**src/rtl/link_refine_pkg.sv**
```systemverilog
// Shared widths, match-bit indices and helpers for the upstream link
// refinement monitor.
package link_refine_pkg;

    localparam int NUM_CH_DEF     = 2;
    localparam int CH_W_DEF       = 16;
    localparam int CNT_W_DEF      = 7;
    localparam int TOKEN_STEP_DEF = 8;
    localparam int CREDIT_MAX_DEF = 64;
    localparam int CYC_W_DEF      = 4;
    localparam int CYC_MAX_DEF    = 6;
    localparam int END_CYCLE_DEF  = 1;

    localparam int MATCH_W      = 4;
    localparam int MATCH_SENT   = 0;
    localparam int MATCH_FINISH = 1;
    localparam int MATCH_DATA   = 2;
    localparam int MATCH_VALID  = 3;

    localparam int PC_W = 32;

    function automatic int unsigned popcount(input logic [PC_W-1:0] v);
        int unsigned n;
        n = 0;
        for (int i = 0; i < PC_W; i++) begin
            n += {31'd0, v[i]};
        end
        return n;
    endfunction

endpackage

```
**src/rtl/link_refine_window.sv**
```systemverilog
// Instruction window tracker: start pulse, sticky started/ended flags
// and a saturating cycle counter.
module link_refine_window #(
    parameter int CYC_W     = 4,
    parameter int CYC_MAX   = 6,
    parameter int END_CYCLE = 1
) (
    input  logic             clk,
    input  logic             rst,
    input  logic             issue_i,
    output logic             start_o,
    output logic             started_o,
    output logic             ended_o,
    output logic             ended2_o,
    output logic [CYC_W-1:0] cycle_cnt_o,
    output logic             iend_o
);

    localparam logic [CYC_W-1:0] CYC_LIM = CYC_W'(CYC_MAX);
    localparam logic [CYC_W-1:0] END_V   = CYC_W'(END_CYCLE);

    logic             start_q, start_d;
    logic             started_q, started_d;
    logic             ended_q, ended_d;
    logic             ended2_q, ended2_d;
    logic [CYC_W-1:0] cyc_q, cyc_d;
    logic             edcond;

    always_comb begin
        edcond    = started_q && (cyc_q == END_V);
        iend_o    = edcond && !ended_q;
        start_d   = issue_i && !start_q && !started_q;
        started_d = started_q | start_q;
        cyc_d     = cyc_q;
        if ((start_q || started_q) && (cyc_q < CYC_LIM)) begin
            cyc_d = cyc_q + CYC_W'(1);
        end
        ended_d  = ended_q | iend_o;
        ended2_d = ended2_q | (ended_q && edcond && !ended2_q);
    end

    always_ff @(posedge clk) begin
        if (rst) begin
            start_q   <= 1'b0;
            started_q <= 1'b0;
            ended_q   <= 1'b0;
            ended2_q  <= 1'b0;
            cyc_q     <= '0;
        end else begin
            start_q   <= start_d;
            started_q <= started_d;
            ended_q   <= ended_d;
            ended2_q  <= ended2_d;
            cyc_q     <= cyc_d;
        end
    end

    assign start_o     = start_q;
    assign started_o   = started_q;
    assign ended_o     = ended_q;
    assign ended2_o    = ended2_q;
    assign cycle_cnt_o = cyc_q;

endmodule

```
**src/rtl/link_upstream_refine_monitor.sv**
```systemverilog
// Refinement monitor shadowing an N-channel upstream link and checking
// it against ILA spec values at instruction end.
module link_upstream_refine_monitor
    import link_refine_pkg::*;
#(
    parameter int NUM_CH     = NUM_CH_DEF,
    parameter int CH_W       = CH_W_DEF,
    parameter int CNT_W      = CNT_W_DEF,
    parameter int TOKEN_STEP = TOKEN_STEP_DEF,
    parameter int CREDIT_MAX = CREDIT_MAX_DEF,
    parameter int CYC_W      = CYC_W_DEF,
    parameter int CYC_MAX    = CYC_MAX_DEF,
    parameter int END_CYCLE  = END_CYCLE_DEF
) (
    input  logic                   clk,
    input  logic                   rst,
    input  logic                   issue_i,
    input  logic [NUM_CH-1:0]      ch_valid_i,
    input  logic [NUM_CH-1:0]      ch_ready_i,
    input  logic [NUM_CH*CH_W-1:0] ch_data_i,
    input  logic                   commit_mark_i,
    input  logic                   token_toggle_i,
    input  logic [CNT_W-1:0]       spec_sent_i,
    input  logic [CNT_W-1:0]       spec_finish_i,
    input  logic [NUM_CH*CH_W-1:0] spec_data_i,
    input  logic                   spec_valid_i,
    output logic                   start_o,
    output logic                   started_o,
    output logic                   ended_o,
    output logic                   ended2_o,
    output logic [CYC_W-1:0]       cycle_cnt_o,
    output logic [CNT_W-1:0]       sent_cnt_o,
    output logic [CNT_W-1:0]       finish_cnt_o,
    output logic [NUM_CH*CH_W-1:0] data_o,
    output logic                   data_valid_o,
    output logic                   commit_o,
    output logic [MATCH_W-1:0]     match_o,
    output logic                   mismatch_o,
    output logic                   credit_ovf_o
);

    localparam int DW = NUM_CH * CH_W;
    localparam logic [CNT_W-1:0] STEP_V = CNT_W'(TOKEN_STEP);

    logic iend;

    link_refine_window #(
        .CYC_W     (CYC_W),
        .CYC_MAX   (CYC_MAX),
        .END_CYCLE (END_CYCLE)
    ) u_window (
        .clk         (clk),
        .rst         (rst),
        .issue_i     (issue_i),
        .start_o     (start_o),
        .started_o   (started_o),
        .ended_o     (ended_o),
        .ended2_o    (ended2_o),
        .cycle_cnt_o (cycle_cnt_o),
        .iend_o      (iend)
    );

    logic [CNT_W-1:0]  sent_q, sent_d;
    logic [CNT_W-1:0]  finish_q, finish_d;
    logic              tok_q;
    logic [DW-1:0]     data_q, data_d;
    logic              dval_q, dval_d;
    logic              commit_q, commit_d;
    logic              mis_q, mis_d;
    logic              ovf_q, ovf_d;
    logic [NUM_CH-1:0] hs;
    logic [CNT_W-1:0]  outstanding;

    always_comb begin
        match_o               = '0;
        match_o[MATCH_SENT]   = (sent_q == spec_sent_i);
        match_o[MATCH_FINISH] = (finish_q == spec_finish_i);
        match_o[MATCH_DATA]   = (data_q == spec_data_i);
        match_o[MATCH_VALID]  = (ch_valid_i[0] == spec_valid_i);
    end

    always_comb begin
        hs          = ch_valid_i & ch_ready_i;
        sent_d      = sent_q + CNT_W'(popcount(PC_W'(hs)));
        finish_d    = finish_q;
        if (token_toggle_i != tok_q) begin
            finish_d = finish_q + STEP_V;
        end
        // Outstanding wraps with the counters, so a token ahead of the
        // beats shows up as a large positive value.
        outstanding = sent_q - finish_q;
        ovf_d       = ovf_q | (32'(outstanding) > 32'(CREDIT_MAX));
        data_d      = data_q;
        dval_d      = dval_q;
        if (&ch_valid_i) begin
            data_d = ch_data_i;
            dval_d = 1'b1;
        end
        commit_d = commit_q;
        if (commit_mark_i && ch_ready_i[0]) begin
            commit_d = 1'b1;
        end else if (commit_q && ch_ready_i[0]) begin
            commit_d = 1'b0;
        end
        mis_d = mis_q | (iend && !(&match_o));
    end

    always_ff @(posedge clk) begin
        if (rst) begin
            sent_q   <= '0;
            finish_q <= '0;
            tok_q    <= 1'b0;
            data_q   <= '0;
            dval_q   <= 1'b0;
            commit_q <= 1'b0;
            mis_q    <= 1'b0;
            ovf_q    <= 1'b0;
        end else begin
            sent_q   <= sent_d;
            finish_q <= finish_d;
            tok_q    <= token_toggle_i;
            data_q   <= data_d;
            dval_q   <= dval_d;
            commit_q <= commit_d;
            mis_q    <= mis_d;
            ovf_q    <= ovf_d;
        end
    end

    assign sent_cnt_o   = sent_q;
    assign finish_cnt_o = finish_q;
    assign data_o       = data_q;
    assign data_valid_o = dval_q;
    assign commit_o     = commit_q;
    assign mismatch_o   = mis_q;
    assign credit_ovf_o = ovf_q;

endmodule
```
**config.mk**
```make
export PLATFORM = sky130hd
export DESIGN_NAME = link_upstream_refine_monitor
export DESIGN_NICKNAME = d
export VERILOG_FILES = /design/src/rtl/link_refine_pkg.sv /design/src/rtl/link_refine_window.sv /design/src/rtl/link_upstream_refine_monitor.sv
export SDC_FILE = /design/constraint.sdc
export NUM_CORES = 1
export LEC_CHECK = 0
export BUFFER_PORTS_ARGS = -buffer_cell sky130_fd_sc_hd__buf_2
export CORE_UTILIZATION = 25
export CTS_BUF_LIST = sky130_fd_sc_hd__clkbuf_8
export DETAILED_ROUTE_END_ITERATION = 10
export SETUP_SLACK_MARGIN = 0.3
export SLEW_MARGIN = 20
export SYNTH_ARGS = -nofsm -noshare
export SYNTH_HDL_FRONTEND = slang
export SYNTH_SLANG_ARGS = --single-unit
```
**constraint.sdc**
```tcl
create_clock -name clk -period 2.3 [get_ports clk]
set_clock_uncertainty 0.1 [all_clocks]
set_input_delay 0.575 -clock clk [delete_from_list [all_inputs] [get_ports clk]]
set_output_delay 0.575 -clock clk [all_outputs]
set_load 0.1 [all_outputs]
```
==> summary.txt <==
Synthesis
  • Main combinational cell family by area after synthesis: simple AND/OR/NAND/NOR gates
  • Post-synthesis cell type count: 34
  • Multiplexer share of the synthesized area: 0.377%
  • Synth async-reset ratio: 0%
  • Yosys reg bits: 56
  • Post-synth EDFFs: 0
  • Xor/xnor share of the synthesized area: 18.8%
  • Post-synthesis cell count: 312
  • Synth Warn #: 0
  • Top_reg_cell synth: dfxtp_1
  • Synth Area in Simple Gates: 21.7%
  • Adder-Cell Fraction of Synth Area: 4.80%
  • Top cells by area, synth: dfxtp_1, xor2_1, nand2_1
  • Seq/Total Area, Yosys: 42.2%
  • Yosys top cell area share: 42.2%
  • Area leader, netlist: dfxtp_1
  • Syn_area_per_cell: 8.52 um^2
  • Synthesized area: 2660 um^2
  • Post-synthesis compound-gate area fraction: 8.47%

Global route
  • Vias in the first global route: 2532
  • Initial antenna violation count: 1
  • Total GRT Usage: 14.9%
  • First-pass GRT wire length: 12600 um
  • Largest net degree at the start of global routing: 34
  • Total grt overflow: 0

Min path
  • Hold Path Depth: 1
  • Worst hold path class: reg -> reg

Placement
  • IO buf count: 146
  • Placer Congestion: 0.841
  • Placed wire-length estimate: 6120 um

Layout
  • N_diodes: 0
  • Most common cell after layout, fill and taps aside: buf_2
  • Most frequent cells in the layout: buf_2, nand2_1, xor2_1
  • Fin util: 39.0%
  • Filler cell count: 1052
  • Final nets: 565
  • Syn-to-layout area delta: 51.6%
  • Layout cell share with drive strength beyond 1: 48.6%

Power and ir drop
  • Leakage Power: 1.92 nW
  • P per Cell Area: 611 nW/um^2
  • Int Power: 1.48 mW
  • Reg power frac: 43.0%
  • Pwr Total: 2.46 mW
  • Peak VDD IR: 0.000344 V
  • Sw Ratio: 39.9%
  • Combinational power share: 34.4%
  • Net load switching power: 0.983 mW
  • Clock network power share: 22.6%

Routing
  • Vias: 2642
  • Vias per cell: 4.37
  • Wire per inst: 13.5 um
  • Remaining DRCs: 0
  • Initial DRC count: 84
  • First drt pass iteration count: 4
  • DRT Wirelength: 8150 um
  • Final ANT Viol Nets: 0

Floorplanning
  • Initial core utilization: 25.7%
  • Die area: 11000 um^2
  • Core ar.: 10300 um^2
  • Ports: 150
  • Placement Rows: 37
  • Chip width: 105 um
  • Die H: 105 um

STA
  • Setup violations, final: 2
  • Max frequency: 395 MHz
  • RSZ-0062 raised after global routing: yes
  • Slew @ Worst Pin: 519 ps
  • Min Tclk post-route: 2530 ps
  • Slew headroom: 65.4%
  • Post-Route Setup TNS: -319 ps
  • Post-route worst setup slack: -231 ps
  • Post-route clock period utilization: 110%
  • Fin. Hold Viols: 0
  • Max-slew violation count: 0

Run status
  • Failing checks: setup timing
  • Outcome: finished, violations left

Run
  • Max-cap violations: 0

Worst setup path
  • Worst R2R Path Depth: 7
  • Crit start category: input port
  • Crit path DAT: 1860 ps
  • Critical path type: in -> out
  • RR Endpoint: credit_ovf_o$_SDFF_PP0_
  • R2R setup slack: 400 ps
  • Crit. Startpoint: spec_data_i[5]
  • Worst-path fanout max: 2
  • Critical path required time: 1620 ps
  • Worst Setup End Kind: output port
  • Critical path destination: match_o[2]
  • R2r startpoint: sent_cnt_o[4]$_SDFF_PP0_

Clock network
  • CTS buffer count: 5
  • Clk sink count: 56
  • CTS tree: yes
  • Clk_lat worst skew: 300 ps
  • Clock buffer depth: 2
  • CTS Root Cell: clkbuf_8
  • Clk pin slew, worst setup/hold paths: 100 ps
  • H-tree Lvls: 2
-- logic make-up (layout without fill, tap and decap cells) --
kind of cell             Yosys count  in the layout
AND/OR/NAND/NOR                  126            126
adder cells (fa/ha/maj)            9              9
flip-flops                        56             56
XOR/XNOR                          57             57
AO/OA/AOI/OAI                     41             41
buffers and inverters             21            176
other                              1              3
multiplexers                       1              1
-- registers in the layout, summed over array words and instances (netlist names) --
register and cells:
u_window.cycle_cnt_o 4, u_window.started_o 1, credit_ovf_o 1, u_window.ended_o 1
u_window.start_o 1, mismatch_o 1, data_valid_o 1, u_window.ended2_o 1
data_o 32, sent_cnt_o 7, finish_cnt_o 4, commit_o 1
tok_q 1
-- final cells by class --
cell class / count / area [um^2] / area share [%]
Multi-Input combinational cell: 237 / 1540 / 38.2
Sequential cell: 56 / 1250 / 31.1
Timing Repair Buffer: 163 / 956 / 23.7
Tap cell: 136 / 170 / 4.22
Clock buffer: 6 / 82.6 / 2.05
Inverter: 5 / 18.8 / 0.466
Clock inverter: 2 / 10.0 / 0.248
-- worst min-delay path by stage --
stage | from | end | slack [ps]
2_1_floorplan | data_o[1]$_SDFFE_PP0P_ | data_o[1]$_SDFFE_PP0P_ | 520
3_3_place_gp | u_window.start_o$_SDFF_PP0_ | u_window.start_o$_SDFF_PP0_ | 330
3_5_place_dp | u_window.start_o$_SDFF_PP0_ | u_window.start_o$_SDFF_PP0_ | 350
4_1_cts | u_window.start_o$_SDFF_PP0_ | u_window.start_o$_SDFF_PP0_ | 370
5_1_grt | ch_data_i[11] | data_o[11]$_SDFFE_PP0P_ | 380
6_report | u_window.start_o$_SDFF_PP0_ | u_window.start_o$_SDFF_PP0_ | 360
-- stage by stage --
stage	setup WS (ps)	hold WS, ps	std cells	cell area (um^2)
final	-231	360	605	4030
after global routing	-313	380	605	4030
after CTS	-229	366	605	4020
after detailed placement	-324	351	587	3810
after global placement	-389	331	587	3810
after floorplan	-586	517	314	2850
-- what timing repair did --
action	CTS	global route
pin swaps	8	2
resized for setup	6	2
gates cloned	0	0
buffers inserted	10	0
endpoints found under the setup margin	3	3
hold buffers	0	0
-- power groups by stage --
| stage | registers (mW) | logic [mW] | clock network, mW |
|---|---|---|---|
| 3_3_place_gp | 1.09 | 0.805 | 0 |
| 5_1_grt | 1.07 | 0.899 | 0.631 |
| 6_report | 1.06 | 0.846 | 0.557 |
| 2_1_floorplan | 1.45 | 0.244 | 0 |
| 3_5_place_dp | 1.09 | 0.814 | 0 |
| 4_1_cts | 1.06 | 0.851 | 0.595 |
-- synthesized netlist by cell type, types with 2 or more instances --
master     n
dfxtp_1   56
a21oi_1   34
inv_1      5
nor4_1    10
nor2_1    24
buf_4      3
xor2_1    44
clkbuf_1   7
buf_2      3
buf_1      3
and2_1     3
nand3_1    3
xnor2_1   13
nand2_1   68
ha_1       7
fa_1       2
nand4_1    4
and3_1     2
nor2b_1    6
-- metal layers --
metal | global-route usage (%) | share of wire, % | up-vias
met1 | 17.4 | 43 | 1191
met4 | 3.82 | 0.60 | 2
met3 | 4.43 | 6.9 | 6
met2 | 26.3 | 49 | 117
li1 | - | - | 1326
met5 | 0 | 0.16 | -
-- critical path: stages --
cell,delay (ps)
buf_6,90
xor2_1,160
nor4_2,310
buf_4,170
nand4_1,140
nor2_4,220
buf_12,200
Power figures use the tool's default switching activity.
